File: config.mk
export PLATFORM = sky130hd
export DESIGN_NAME = regfile_sb_flat
export DESIGN_NICKNAME = d
export VERILOG_FILES = /design/src/rtl/regfile_sb_if.sv /design/src/rtl/regfile_sb.sv /design/src/flat_wrapper.sv
export SDC_FILE = /design/constraint.sdc
export NUM_CORES = 2
export LEC_CHECK = 0
export ABC_AREA = 1
export CORE_MARGIN = 3
export CORE_UTILIZATION = 30
export CTS_CLUSTER_DIAMETER = 40
export DETAILED_ROUTE_END_ITERATION = 12
export SYNTH_ARGS = -nofsm -noshare
export SYNTH_HDL_FRONTEND = slang
export SYNTH_SLANG_ARGS = --single-unit
File: constraint.sdc
create_clock -name WrClk -period 14.7 [get_ports WrClk]
set_input_delay 2.94 -clock WrClk [delete_from_list [all_inputs] [get_ports WrClk]]
set_output_delay 2.94 -clock WrClk [all_outputs]
set_load 0.01 [all_outputs]
File: src/rtl/regfile_sb_if.sv
// regfile_sb_if: read, write and allocate bus of the scoreboarded register file
interface regfile_sb_if #(
  parameter int DATA_W = 32,
  parameter int ADDR_W = 5
);
  logic [ADDR_W-1:0] Ra, Rb, Rw, Rd;
  logic [DATA_W-1:0] busA, busB, busW;
  logic              rdyA, rdyB, RegWr, RegAlloc;
  logic [ADDR_W:0]   BusyCnt;
  modport master (
    output Ra, Rb, Rw, Rd, busW, RegWr, RegAlloc,
    input  busA, busB, rdyA, rdyB, BusyCnt
  );
  modport slave (
    input  Ra, Rb, Rw, Rd, busW, RegWr, RegAlloc,
    output busA, busB, rdyA, rdyB, BusyCnt
  );
endinterface

File: src/rtl/regfile_sb.sv
// regfile_sb: two-read one-write register file with per-register busy scoreboard
module regfile_sb #(
  parameter int DATA_W   = 32,
  parameter int ADDR_W   = 5,
  parameter int ZERO_REG = 1,
  parameter int BYPASS   = 1
) (
  input logic         WrClk,
  input logic         Rst_n,
  regfile_sb_if.slave rf
);
  localparam int DEPTH = 1 << ADDR_W;
  localparam int CW = ADDR_W + 1;
  logic [DATA_W-1:0] regs [DEPTH];
  logic [DEPTH-1:0]  busy, busyNext;
  logic [ADDR_W:0]   busyCnt, cntNext;
  logic              wrEn, allocEn, zeroA, zeroB, bypA, bypB;
  // Register 0 swallows writes and allocates when hardwired, so it never goes busy
  assign wrEn    = Rst_n && rf.RegWr && !(ZERO_REG != 0 && rf.Rw == '0);
  assign allocEn = Rst_n && rf.RegAlloc && !(ZERO_REG != 0 && rf.Rd == '0);
  assign zeroA   = ZERO_REG != 0 && rf.Ra == '0;
  assign zeroB   = ZERO_REG != 0 && rf.Rb == '0;
  assign bypA    = BYPASS != 0 && wrEn && rf.Ra == rf.Rw;
  assign bypB    = BYPASS != 0 && wrEn && rf.Rb == rf.Rw;
  assign rf.busA = zeroA ? '0 : bypA ? rf.busW : regs[rf.Ra];
  assign rf.busB = zeroB ? '0 : bypB ? rf.busW : regs[rf.Rb];
  assign rf.rdyA = zeroA || bypA || !busy[rf.Ra];
  assign rf.rdyB = zeroB || bypB || !busy[rf.Rb];
  assign rf.BusyCnt = busyCnt;
  // Allocate is applied after the write clear so it wins on the same address
  always_comb begin
    busyNext = busy;
    if (wrEn) busyNext[rf.Rw] = 1'b0;
    if (allocEn) busyNext[rf.Rd] = 1'b1;
    cntNext = '0;
    for (int i = 0; i < DEPTH; i++) cntNext = cntNext + CW'(busyNext[i]);
  end
  always_ff @(posedge WrClk or negedge Rst_n) begin
    if (!Rst_n) begin
      for (int i = 0; i < DEPTH; i++) regs[i] <= '0;
      busy    <= '0;
      busyCnt <= '0;
    end else begin
      if (wrEn) regs[rf.Rw] <= rf.busW;
      busy    <= busyNext;
      busyCnt <= cntNext;
    end
  end
endmodule

File: src/flat_wrapper.sv
// flat-port wrapper written by rule: the top's interface ports become plain ports
module regfile_sb_flat 
#(
  parameter int DATA_W   = 32,
  parameter int ADDR_W   = 5,
  parameter int ZERO_REG = 1,
  parameter int BYPASS   = 1
)
  (WrClk, Rst_n, rf_Ra, rf_Rb, rf_Rw, rf_Rd, rf_busW, rf_RegWr, rf_RegAlloc, rf_busA, rf_busB, rf_rdyA, rf_rdyB, rf_BusyCnt);
  regfile_sb_if #(.DATA_W(DATA_W), .ADDR_W(ADDR_W)) rf_i ();
  input logic WrClk;
  input logic Rst_n;
  input wire logic [$bits(rf_i.Ra)-1:0] rf_Ra;
  input wire logic [$bits(rf_i.Rb)-1:0] rf_Rb;
  input wire logic [$bits(rf_i.Rw)-1:0] rf_Rw;
  input wire logic [$bits(rf_i.Rd)-1:0] rf_Rd;
  input wire logic [$bits(rf_i.busW)-1:0] rf_busW;
  input wire logic [$bits(rf_i.RegWr)-1:0] rf_RegWr;
  input wire logic [$bits(rf_i.RegAlloc)-1:0] rf_RegAlloc;
  output wire logic [$bits(rf_i.busA)-1:0] rf_busA;
  output wire logic [$bits(rf_i.busB)-1:0] rf_busB;
  output wire logic [$bits(rf_i.rdyA)-1:0] rf_rdyA;
  output wire logic [$bits(rf_i.rdyB)-1:0] rf_rdyB;
  output wire logic [$bits(rf_i.BusyCnt)-1:0] rf_BusyCnt;
  assign rf_i.Ra = rf_Ra;
  assign rf_i.Rb = rf_Rb;
  assign rf_i.Rw = rf_Rw;
  assign rf_i.Rd = rf_Rd;
  assign rf_i.busW = rf_busW;
  assign rf_i.RegWr = rf_RegWr;
  assign rf_i.RegAlloc = rf_RegAlloc;
  assign rf_busA = rf_i.busA;
  assign rf_busB = rf_i.busB;
  assign rf_rdyA = rf_i.rdyA;
  assign rf_rdyB = rf_i.rdyB;
  assign rf_BusyCnt = rf_i.BusyCnt;
  regfile_sb #(.DATA_W(DATA_W), .ADDR_W(ADDR_W), .ZERO_REG(ZERO_REG), .BYPASS(BYPASS)) u_core (.WrClk(WrClk), .Rst_n(Rst_n), .rf(rf_i));
endmodule
==> impl_metrics.json <==
{
  "status": "finished, violations left",
  "violations": "capacitance limit, slew limit",
  "synth_top_area_cell": "dfrtp_1",
  "synth_top_family_by_area": "simple AND/OR/NAND/NOR gates",
  "clkTransAtPathRegs_ns": 0.05,
  "skew_ns": 0.0306,
  "setup_ws_ns": 4.33,
  "synth_ff_type": "dfrtp_1",
  "hold_depth": 0,
  "cts_hold_buf": 0,
  "syn_area_sq_mm": 0.0614,
  "vias_per_cell": 5.49,
  "grt_max_degree": 162,
  "relSlewSlack": -0.0149,
  "holdPathEnd": "u_core.regs[992]$_DFFE_PN0P_",
  "r2r_cells": 17,
  "synth-seq-area-share": 0.433,
  "fin_crit_sh": 0.705,
  "grt_pass1_wl_um": 391000,
  "antenna_found_initial": 23,
  "finalSetupViolCount": 0,
  "die_x_um": 459,
  "track_usage": 0.246,
  "min_from": "u_core.regs[992]$_DFFE_PN0P_",
  "layout_common_cells": "2351 x nand2_1, 1300 x o21ai_0, 1062 x dfrtp_1",
  "core_sq_mm": 0.203,
  "worst-setup-path-type": "in -> out",
  "r2r_start": "u_core.busy[1]$_DFF_PN0_",
  "layout.nets": 8476,
  "area_growth_pct": 15.7,
  "cts.sinks": 1062,
  "use_met1": 0.303,
  "synth_compound_area_frac": 0.196,
  "worst_pin_slew_ns": 1.52,
  "clk_path_buf_depth": 3,
  "cap_violations": 1,
  "drtIter0Drc": 8462,
  "yosys_warnings": 0,
  "cts_root_buf": "clkbuf_16",
  "drc_errors": 0,
  "synth.distinct_cells": 41,
  "tns_ns": 0,
  "synth_area_per_cell_sq_um": 7.05,
  "layout-drive-gt1-share": 0.0747,
  "synthXorXnorAreaFrac": 0.00128,
  "grt_use_met2": 0.380,
  "critical_path.startpoint_type": "primary input",
  "cts_setup_buffers": 0,
  "worst_ep_arrival_time_ns": 7.43,
  "dieArea_sq_mm": 0.210,
  "fp.dieH_um": 459,
  "rsz0062_at_grt": "false",
  "synthAdderAreaFrac": 0.00945,
  "synth_edf_count": 0,
  "fill_cells": 21000,
  "row_count": 165,
  "period_minus_slack_ns": 10.37,
  "htree_levels": 4,
  "critical_path.max_fanout": 138,
  "io_buffer_count": 127,
  "start_util": 0.303,
  "synth.top_cell.area_share": 0.433,
  "peakVddDrop_mv": 0.223,
  "syn_nets": 8799,
  "wl_um": 266000,
  "synth-simple-area-share": 0.251,
  "fmax_mhz": 96.4,
  "cellLeakagePower_nw": 32.1,
  "drv_slew": 2,
  "r2r_slack_ns": 9.48,
  "hp-class": "reg -> reg",
  "pre_cts_ws_ns": 4.60,
  "cts_resized": 0,
  "powerDensity_mw_per_mm2": 158,
  "gp_congestion": 0.904,
  "vias": 61700,
  "final_common_cell": "nand2_1",
  "grt_use_met3": 0.0621,
  "ys_ff_latch": 1062,
  "io_pins": 128,
  "grt_pass1_vias": 58400,
  "dp_hpwl_um": 149000,
  "rr_endpoint": "u_core.rf.BusyCnt[5]$_DFF_PN0_",
  "required_ns": 11.76,
  "post_synth_inst_count": 8711,
  "busiest_layer": "met2",
  "final_hold_viol_count": 0,
  "post_drt_wl_per_cell_um": 23.6,
  "ant_nets": 0,
  "cts_tree": "built",
  "async_flop_share": 1.00,
  "muxShareOfSynthArea": 0,
  "first_pass_iters": 7,
  "cp-end-kind": "primary output",
  "insertion_delay_ns": 0.80,
  "gr-total-overflow": 0,
  "yosys-top-cells-area": "dfrtp_1 43%, nand2_1 14%, o21ai_0 11%, nand3_1 7.4%, inv_1 5.2%",
  "cts_buffers": 191
}
## worst max-delay path, stage by stage
cell and delay (ns):
buf_8 0.58, buf_4 0.85, buf_4 0.72, o21ai_0 0.24, o21ai_0 0.24, a21oi_1 0.10
nand2_1 0.07, nand2_1 0.18, a21oi_1 0.65, clkdlybuf4s50_1 0.67
## cell families (layout without fill, tap and decap cells)
| kind of cell | Yosys count | in the layout |
|---|---|---|
| AND/OR/NAND/NOR | 3694 | 3694 |
| buffers and inverters | 1645 | 1489 |
| adder cells (fa/ha/maj) | 32 | 32 |
| XOR/XNOR | 9 | 9 |
| AO/OA/AOI/OAI | 2269 | 2269 |
| other | 0 | 16 |
| flip-flops | 1062 | 1062 |
## worst max path at each step
stage | slack [ns] | cells after the start | startpoint | endpoint
after detailed placement | 4.60 | 10 | rf_Ra[0] | rf_busA[31]
final | 4.33 | 10 | rf_Ra[0] | rf_busA[2]
after floorplan | 6.26 | 26 | rf_Rw[0] | u_core.rf.BusyCnt[4]$_DFF_PN0_
after global placement | 4.63 | 10 | rf_Ra[0] | rf_busA[31]
after CTS | 4.59 | 10 | rf_Ra[0] | rf_busA[31]
after global routing | 4.22 | 10 | rf_Ra[0] | rf_busA[2]
## stage by stage
stage                     hold slack (ns)   util  power, mW  std cells  instance area [sq um]
after global placement              0.368  0.315       6.28      10900                  63900
after detailed placement            0.366  0.315       6.32      10900                  63900
after global routing                0.401  0.350       11.8      11200                  71100
after floorplan                     0.429      -       5.49       8711                  61400
after CTS                           0.377  0.350       11.3      11200                  71100
final                               0.381  0.350       11.2      11200                  71100
## synth_stat cells (2+ instances only)
master and count:
nand2_1 2352, o21ai_0 1300, dfrtp_1 1062, nand3_1 913
inv_1 845, a21oi_1 591, clkbuf_1 412, nor2_1 306
o211ai_1 263, buf_2 236, o21ai_1 93, buf_1 88
or2_2 73, buf_4 26, fa_1 24, buf_6 20
o22ai_1 17, inv_2 13, nor2_4 12, nor2_2 9
nor3_1 9, ha_1 8, xnor2_1 5, clkinv_1 4
nand4_1 4, xor2_1 4, nand3_2 3, nor3_2 3
nand2_2 2, nand3b_1 2, or2_1 2
## power by group
group	total, mW	switching [mW]	internal [mW]
Clock	4.92	1.73	3.19
Sequential	3.74	0.271	3.47
Combinational	2.59	1.66	0.932
## final cells by class
type,count,area [sq um],share of cell area
multi-input cells,6004,28300,0.398
flip-flops and latches,1062,26600,0.374
clock buffers,231,5210,0.0733
well taps,2672,3340,0.0470
inverters,862,3270,0.0460
repair buffers,267,2440,0.0343
clock inverters,129,1950,0.0274
diodes,16,40.0,0.000563
## metal layers
layer / wire (um) / vias to the layer above
met5: 77 / -
met3: 29700 / 945
met2: 117000 / 3917
li1: - / 27700
met1: 99800 / 29100
met4: 19800 / 12
## flip-flops by register name (all words and copies together) (netlist names)
signal,flops
u_core.regs,1024
u_core.busy,32
u_core.rf.BusyCnt,6
Note: power is estimated with default switching activity, not from simulation.
